==> src/rtl/uart_tx_fifo.sv <==
// uart_tx_fifo
// Memory-mapped UART transmitter with a transmit FIFO, a programmable baud
// divisor, a status register, 1 or 2 stop bits and an optional interrupt.
//
// Parameters
//   DEPTH      FIFO entries (power of two, 2..64)
//   DIV_W      baud divisor width (8..16)
//   DIV_RESET  divisor after reset; one bit lasts DIV+1 clocks
//   STOP_BITS  stop bits per frame (1 or 2)
//
// Ports
//   i_clk       bus clock
//   i_reset_n   asynchronous active-low reset
//   i_addr      register select: 0 FIFO/status, 1 div low, 2 div high, 3 control
//   i_data_in   write data from the CPU bus
//   o_data_out  read data (0x00 unless i_r_n is low)
//   i_r_n       read strobe, active-low, no side effects
//   i_w_n       write strobe, active-low, one commit per low pulse
//   o_txd       serial output, idle high
//   o_irq_n     interrupt request, active-low
//
// Build option
//   UART_TX_IRQ_EN  when defined, control bit1 (IRQEN) and the IRQ output are
//                   present; otherwise o_irq_n is tied high and IRQEN reads 0.
module uart_tx_fifo #(
  parameter int DEPTH     = 16,
  parameter int DIV_W     = 16,
  parameter int DIV_RESET = 103,
  parameter int STOP_BITS = 1
) (
  input  logic       i_clk,
  input  logic       i_reset_n,
  input  logic [1:0] i_addr,
  input  logic [7:0] i_data_in,
  output logic [7:0] o_data_out,
  input  logic       i_r_n,
  input  logic       i_w_n,
  output logic       o_txd,
  output logic       o_irq_n
);

  localparam int AW = $clog2(DEPTH);
  localparam int CW = AW + 1;

  localparam logic [1:0] S_IDLE  = 2'd0;
  localparam logic [1:0] S_START = 2'd1;
  localparam logic [1:0] S_DATA  = 2'd2;
  localparam logic [1:0] S_STOP  = 2'd3;

  localparam logic [CW-1:0] FULL_CNT  = CW'(DEPTH);
  localparam logic [2:0]    LAST_STOP = 3'(STOP_BITS - 1);

  // Bus interface and FIFO state
  logic             r_w_prev;
  logic [7:0]       r_mem [DEPTH];
  logic [AW-1:0]    r_wr_ptr;
  logic [AW-1:0]    r_rd_ptr;
  logic [CW-1:0]    r_count;
  logic             r_ovf;
  logic [DIV_W-1:0] r_div;
  logic             r_txen;

  // Shifter state
  logic [1:0]       r_state;
  logic [DIV_W-1:0] r_cnt;
  logic [7:0]       r_shift;
  logic [2:0]       r_bit;
  logic             r_txd;

  logic             w_wr;
  logic             w_full;
  logic             w_empty;
  logic             w_idle;
  logic             w_push_req;
  logic             w_push;
  logic             w_pop;
  logic             w_flush;
  logic             w_ovf_clr;
  logic             w_bit_end;
  logic             w_txd_nxt;
  logic             w_irqen;
  logic [15:0]      w_div16;

  // A write commits on the first edge that samples W low after sampling it high.
  assign w_wr       = r_w_prev & ~i_w_n;
  assign w_full     = (r_count == FULL_CNT);
  assign w_empty    = (r_count == '0);
  assign w_idle     = w_empty && (r_state == S_IDLE);
  assign w_push_req = w_wr && (i_addr == 2'd0);
  assign w_push     = w_push_req && !w_full;
  assign w_pop      = (r_state == S_IDLE) && r_txen && !w_empty;
  assign w_flush    = w_wr && (i_addr == 2'd3) && i_data_in[7];
  assign w_ovf_clr  = w_wr && (i_addr == 2'd3) && i_data_in[6];
  assign w_bit_end  = (r_cnt == '0);
  assign w_div16    = 16'(r_div);

  always_ff @(posedge i_clk or negedge i_reset_n) begin
    if (!i_reset_n) begin
      r_w_prev <= 1'b1;
    end else begin
      r_w_prev <= i_w_n;
    end
  end

  // FIFO storage is not reset; the pointers and count define its contents.
  always_ff @(posedge i_clk) begin
    if (w_push) begin
      r_mem[r_wr_ptr] <= i_data_in;
    end
  end

  always_ff @(posedge i_clk or negedge i_reset_n) begin
    if (!i_reset_n) begin
      r_wr_ptr <= '0;
      r_rd_ptr <= '0;
      r_count  <= '0;
      r_ovf    <= 1'b0;
    end else begin
      if (w_push) begin
        r_wr_ptr <= r_wr_ptr + AW'(1);
      end
      // Flush never coincides with a push (different address), and a pop on
      // the flush edge has already handed its byte to the shifter.
      if (w_flush) begin
        r_rd_ptr <= r_wr_ptr;
        r_count  <= '0;
      end else begin
        if (w_pop) begin
          r_rd_ptr <= r_rd_ptr + AW'(1);
        end
        case ({w_push, w_pop})
          2'b10:   r_count <= r_count + CW'(1);
          2'b01:   r_count <= r_count - CW'(1);
          default: r_count <= r_count;
        endcase
      end
      // Overflow is judged on the count before the edge, even if a pop
      // frees a slot on the same edge.
      if (w_push_req && w_full) begin
        r_ovf <= 1'b1;
      end else if (w_ovf_clr) begin
        r_ovf <= 1'b0;
      end
    end
  end

  // Divisor and control registers
`ifdef UART_TX_IRQ_EN
  logic r_irqen;
  assign w_irqen = r_irqen;
`else
  assign w_irqen = 1'b0;
`endif

  always_ff @(posedge i_clk or negedge i_reset_n) begin
    if (!i_reset_n) begin
      r_div  <= DIV_W'(DIV_RESET);
      r_txen <= 1'b1;
`ifdef UART_TX_IRQ_EN
      r_irqen <= 1'b0;
`endif
    end else if (w_wr) begin
      case (i_addr)
        2'd1: r_div <= DIV_W'({w_div16[15:8], i_data_in});
        2'd2: r_div <= DIV_W'({i_data_in, w_div16[7:0]});
        2'd3: begin
          r_txen <= i_data_in[0];
`ifdef UART_TX_IRQ_EN
          r_irqen <= i_data_in[1];
`endif
        end
        default: ;
      endcase
    end
  end

  // The line is driven from a register one clock behind the FSM, which gives
  // the push -> pop -> falling-edge latency and the one-clock gap between
  // back-to-back frames; every bit still lasts DIV+1 clocks.
  always_comb begin
    w_txd_nxt = 1'b1;
    case (r_state)
      S_START: w_txd_nxt = 1'b0;
      S_DATA:  w_txd_nxt = r_shift[0];
      default: w_txd_nxt = 1'b1;
    endcase
  end

  always_ff @(posedge i_clk or negedge i_reset_n) begin
    if (!i_reset_n) begin
      r_state <= S_IDLE;
      r_cnt   <= '0;
      r_shift <= '0;
      r_bit   <= '0;
      r_txd   <= 1'b1;
    end else begin
      r_txd <= w_txd_nxt;
      case (r_state)
        S_IDLE: begin
          if (w_pop) begin
            r_shift <= r_mem[r_rd_ptr];
            r_cnt   <= r_div;
            r_state <= S_START;
          end
        end
        S_START: begin
          if (w_bit_end) begin
            r_cnt   <= r_div;
            r_bit   <= '0;
            r_state <= S_DATA;
          end else begin
            r_cnt <= r_cnt - DIV_W'(1);
          end
        end
        S_DATA: begin
          if (w_bit_end) begin
            r_cnt   <= r_div;
            r_shift <= r_shift >> 1;
            if (r_bit == 3'd7) begin
              r_bit   <= '0;
              r_state <= S_STOP;
            end else begin
              r_bit <= r_bit + 3'd1;
            end
          end else begin
            r_cnt <= r_cnt - DIV_W'(1);
          end
        end
        default: begin
          if (w_bit_end) begin
            if (r_bit == LAST_STOP) begin
              r_bit   <= '0;
              r_state <= S_IDLE;
            end else begin
              r_bit <= r_bit + 3'd1;
              r_cnt <= r_div;
            end
          end else begin
            r_cnt <= r_cnt - DIV_W'(1);
          end
        end
      endcase
    end
  end

  assign o_txd = r_txd;

`ifdef UART_TX_IRQ_EN
  assign o_irq_n = ~(r_irqen & w_empty);
`else
  assign o_irq_n = 1'b1;
`endif

  // Read mux: combinational while R is low
  always_comb begin
    o_data_out = 8'h00;
    if (!i_r_n) begin
      case (i_addr)
        2'd0:    o_data_out = {4'b0000, r_ovf, w_idle, w_empty, w_full};
        2'd1:    o_data_out = w_div16[7:0];
        2'd2:    o_data_out = w_div16[15:8];
        default: o_data_out = {6'b000000, w_irqen, r_txen};
      endcase
    end
  end

endmodule

==> config.mk <==
export PLATFORM = sky130hd
export DESIGN_NAME = uart_tx_fifo
export DESIGN_NICKNAME = d
export VERILOG_FILES = /design/src/rtl/uart_tx_fifo.sv
export SDC_FILE = /design/constraint.sdc
export NUM_CORES = 1
export LEC_CHECK = 0
export ABC_AREA = 0
export CAP_MARGIN = 10
export CORE_MARGIN = 5
export CORE_UTILIZATION = 40
export DETAILED_ROUTE_END_ITERATION = 10
export PLACE_DENSITY = 0.6
export RECOVER_POWER = 50
export SLEW_MARGIN = 25
export SYNTH_ARGS = -nofsm -noshare
export SYNTH_HDL_FRONTEND = slang
export SYNTH_SLANG_ARGS = --single-unit
export TNS_END_PERCENT = 100
==> constraint.sdc <==
create_clock -name i_clk -period 3.65 [get_ports i_clk]
set_clock_uncertainty 0.1 [all_clocks]
set_input_delay 0.365 -clock i_clk [delete_from_list [all_inputs] [get_ports i_clk]]
set_output_delay 0.365 -clock i_clk [all_outputs]
set_load 0.05 [all_outputs]
* Word level (Yosys, flattened, before mapping) *
Memories as Yosys holds them, arrays and structs flattened.
Cells that the tools add are included.

storage, ports and cells
  RAM bits = 128
  bits of input ports = 14
  register bits = 62
  memories kept = 1
  memory bits (read-only) = 0
  bits in latches = 0

memory list
  memory  depth  bits a word  rd ports  clocked after Yosys merged registers in  wr ports  RTL line  RTL
  r_mem   16     8            1         0                                        1         55        logic [7:0] r_mem [DEPTH];

cells by class
  eq/ne operators = 14
  shift operators = 0
  bitwise logic cells = 5
  order comparisons = 0
  multiplexer cells = 33
  reduce and logical (&&, ||, !) cells = 30
  add/subtract/negate cells = 6
  $mul = 0
  div/mod/pow operators = 0

operator list
  cell                   count
  $mux 16                4
  $pmux 16 s2            2
  $mux 8                 3
  $pmux 8 s3             1
  $logic_not 16->1       1
  $pmux 8 s2             1
  $sub 16x1->16 const B  1
  $mux 3                 5
  $mux 2                 6
  $pmux 5 s2             1
  $logic_and 1x1->1      9
  $pmux 3 s3             1
  $reduce_and 3->1       3
  $add 4x1->4 const B    2
  $eq 2x2->1 const B     4
  $mux 4                 2
  $ne 2x2->1 const B     4
  $reduce_bool 2->1      4
  $eq 2x1->1 const B     3
  $pmux 2 s3             1
  $reduce_and 2->1       3
  $reduce_and 6->1       1
  $add 5x1->5 const B    1
  $eq 5x5->1 const B     1
  16 further kinds       24

* Logic depth before layout (Yosys ltp) *
  word-level depth = 7
  mapped depth = 13
  mapped depth without buffers = 12

* Worst setup path before layout *
No wires, ideal clock.

  path type = register to register
  start = register r_w_prev
  end = register r_count[4]
  required time = 3421 ps
  clock period less this slack = 3064 ps
  path buffers = 1
  path slack = 586 ps
  cell stages (with the launch flop) = 11
  arrival time = 2835 ps
  cells stage by stage = dfstp_2 -> nor4b_1 -> a21boi_1 -> clkbuf_1 -> nor2_1 -> xor2_1 -> ha_1 -> or4_1 -> o31ai_1 -> xnor2_1 -> nor2_1

on the way
  cells in the longest elaborated chain, start to end = 6

ends and longest elaborated chain
  what                                      RTL line  RTL
  start: declaration                        54        logic r_w_prev;
  start signal: assignment                  101       r_w_prev <= i_w_n;
  $and 1x1->1 (*)                           85        assign w_wr = r_w_prev & ~i_w_n;
  $logic_and 1x1->1                         89        assign w_push_req = w_wr && (i_addr == 2'd0);
  $logic_and 1x1->1                         90        assign w_push = w_push_req && !w_full;
  $eq 2x1->1 or $eq 2x2->1 (tied branches)  131       case ({w_push, w_pop})
  $pmux 5 s2                                131
  $mux 5                                    124       if (w_flush) begin
  end signal: assignment                    132       2'b10: r_count <= r_count + CW'(1);
  end signal: assignment                    133       2'b01: r_count <= r_count - CW'(1);
  end signal: assignment                    134       default: r_count <= r_count;
  end: declaration                          58        logic [CW-1:0] r_count;

Mark *: on every way between the ends. The rest lies on a longest branch, timed or not.
A chain may end at the register's enable or synchronous reset.

* Worst setup path in the final report *
  start = register r_count[1]
  end = output o_data_out[0]

on the way
  cells in the longest elaborated chain, start to end = 3

ends and longest elaborated chain
  what              RTL line  RTL
  $eq 5x5->1        86        assign w_full = (r_count == FULL_CNT);
  $pmux 8 s3        258       case (i_addr)
  $mux 8            257       if (!i_r_n) begin
  end: declaration  35        output logic [7:0] o_data_out,

No other way between the ends.

==> reports/qor.txt <==
Nets = 654
Routed WL = 18900 um
Mux contribution to synthesized area = 10.9%
Ant diodes = 0
Gpl congestion = 0.841
Mean post-synth cell area = 14.0 um2
Crit-path cells = or4_1 > o31ai_1 > nor2_1 > a211oi_1 > clkdlybuf4s50_1
Hold Vio Cnt, Final = 0
Vias per cell = 5.68
Max incr delay on CP = 0.85 ns
RSZ-0062 raised after global routing = no
Largest family of logic cells by synthesized area = multiplexers
Period Utilization, post-route = 92.1%
IO buf count = 22
Hold Worst Slack = 0.417 ns
Total power = 6.95 mW
Unique masters post-synth = 60
P_leak = 3.31 nW
Worst setup EP type = output pin
Hold Path Class = flip-flop to flip-flop
CTS tree = built
Yosys top cell by area = edfxtp_1
Crit-path max FO = 8
Top cell type's share of synthesized area = 45.5%
Post-DR wirelength/cell = 20.6 um
Worst-path clk slew = 0.08 ns
Worst endpoint required time = 3.18 ns
Die Ht = 155 um
Setup WS post-layout = 0.289 ns
Routed vias = 5191
Worst skew pair latency = 0.44 ns
Setup crit start kind = flip-flop
Syn_nets = 630
Fmax = 298 MHz
Actual slew at the worst max-slew pin = 1.65 ns
Std cell rows = 53
Vias in the first global route = 5268
Starting Density = 40.4%
Post-Syn Area = 8450 um2
Most instantiated cells after synthesis = edfxtp_1 (128), dfrtp_1 (54), nor2_1 (35), nand2_1 (32), o21ai_0 (30)
Die width = 155 um
Post-synthesis simple-gate area fraction = 9.88%
Cell Pwr Density = 726 nW/um2
Postcts setup bufs = 0
Status = complete, but fails checks
IO Count = 24
Max stage delay cell, worst path = clkdlybuf4s50_1
Register area share after synthesis = 64.0%
Top_reg_cell synth = edfxtp_1
Number of flops mapped to enable cells by yosys = 128
H-tree levels = 4
Die area = 24100 um2
Post-Syn Instances = 602
Compound-gate portion of the synthesized area = 9.85%
CTS Buf Count = 17
CP Class = flip-flop to output pin
Synth Area in XOR/XNOR = 0.933%
Most numerous cell in the Yosys netlist = edfxtp_1
Worst VDD drop = 363 uV
Synth warnings = 0
WP data arrival = 2.90 ns
Slew Viols, Final = 26
DRC Markers = 0
Hpwl dp = 12600 um
Largest net degree at the start of global routing = 40
Ys async rst share = 32.6%
Core area = 20900 um2
Setup Viol. Count Final = 0
Relative slew margins = -10.2%
Share of cells above drive strength 1 = 17.4%
Adder-Cell Fraction of Synth Area = 2.07%
Max_cap viols = 1
Detailed Route Iter0 Violations = 403
Top cells by area, synth = edfxtp_1 (46%), dfrtp_1 (16%), mux4_2 (6.7%)
Area delta synth->final = 13.4%
Initial antenna violation count = 0
Failing checks = max-capacitance violations, max-slew violations
GRT overflow = 0
Root buffer cell = clkbuf_16
GRT Total Usage = 16.3%
Placed Instance Area = 9000 um2
Layout Cell Area excl Fill = 9580 um2
Final TNS setup = 0 ns
Antenna-violating nets left = 0
Detailed Routing Iterations Pass 1 = 6
Clock Path Buffers = 2
Clock net sink count = 190
Register bit total from synthesis = 190
Clock period minus worst slack = 3.36 ns
Global-route wire length before repair = 30200 um
Pre-CTS setup slack = 0.560 ns
[logic make-up after synthesis]
logic type      after synthesis
flops                       190
xor+xnor                      9
buf+inv                      50
other cells                   1
compound gates              124
fa+ha+maj                    14
simple gates                156
mux                          58
[what timing repair did]
action / 4_1_cts / 5_1_grt
endpoints found under the setup margin: 0 / 1
gates resized for setup: 0 / 1
endpoints found under the hold margin: 22 / 0
hold buffers: 1 / 0
[layout by cell type (no fill, tap or decap), types with 4 or more instances in the layout]
cell type	n
a31oi_1	9
o21ai_0	30
a21oi_1	22
and4_1	5
ha_1	13
nand4_1	5
xnor2_1	6
inv_1	17
edfxtp_1	128
mux2i_1	11
nor4_1	5
mux2_2	22
dfrtp_1	53
mux4_2	25
nor3_1	14
nor2b_1	12
dfstp_2	8
or4_1	4
clkbuf_1	5
or3_1	4
nand3_1	7
nor2_1	35
nand2_1	32
inv_8	5
and2_1	15
dlygate4sd3_1	10
a2111oi_0	7
a211oi_1	10
clkbuf_16	17
a22oi_1	12
buf_4	10
clkdlybuf4s50_1	12
[path summary, 6_finish.rpt]
path                                        startpoint                     end  slack, ns  cells past startpoint
worst max-delay path            r_count[1]$_DFFE_PN0P_           o_data_out[0]       0.29                      5
worst min-delay path            r_shift[0]$_DFFE_PN0P_         o_txd$_DFF_PN1_       0.42                      2
worst max register to register    r_cnt[0]$_DFFE_PN0P_    r_cnt[5]$_DFFE_PN0P_       0.76                      6
worst min register to register  r_shift[0]$_DFFE_PN0P_         o_txd$_DFF_PN1_       0.42                      2
max in group asynchronous                    i_reset_n   r_div[11]$_DFFE_PN0P_       0.84                      3
min in group asynchronous                    i_reset_n  r_shift[0]$_DFFE_PN0P_       0.79                      2
[state kept, by name, indices dropped and copies added (netlist names)]
name	count
r_cnt	16
r_rd_ptr	4
r_ovf	1
o_txd	1
r_count	5
r_div	16
r_bit	3
r_wr_ptr	4
r_w_prev	1
r_shift	8
r_txen	1
r_state	2
r_mem	128
[layer usage]
| metal | global-route usage (%) | part of all wire, % |
|---|---|---|
| met5 | 0 | 0 |
| met4 | 5.96 | 2.5 |
| met3 | 2.73 | 3.7 |
| met2 | 26.2 | 48 |
| met1 | 22.4 | 45 |
[area by class of cell]
cell class / instances / area, um2
Clock inverter: 14 / 146
Multi-Input combinational cell: 362 / 2850
Timing Repair Buffer: 38 / 335
Clock buffer: 18 / 429
Tap cell: 275 / 344
Inverter: 17 / 63.8
Fill cell: 1833 / 11300
Sequential cell: 190 / 5410
[critical path: cells and delay by family, from the launching register on]
family	cells	cell delay, ns
buf+inv	1	0.85
flops	1	0.46
compound gates	2	0.46
simple gates	2	0.71
[through the flow]
step | utilization [%] | instances
global placement | 43.1 | 880
floorplan | - | 602
global route | 45.9 | 914
finish | 45.9 | 914
CTS | 45.9 | 914
detailed placement | 43.1 | 881
[report_power, final]
part	switching, mW	total (mW)	internal [mW]
Sequential	0.417	3.01	2.59
Clock	0.887	1.80	0.913
Combinational	1.17	2.14	0.972
No activity file was read; power rests on OpenSTA's default activity.
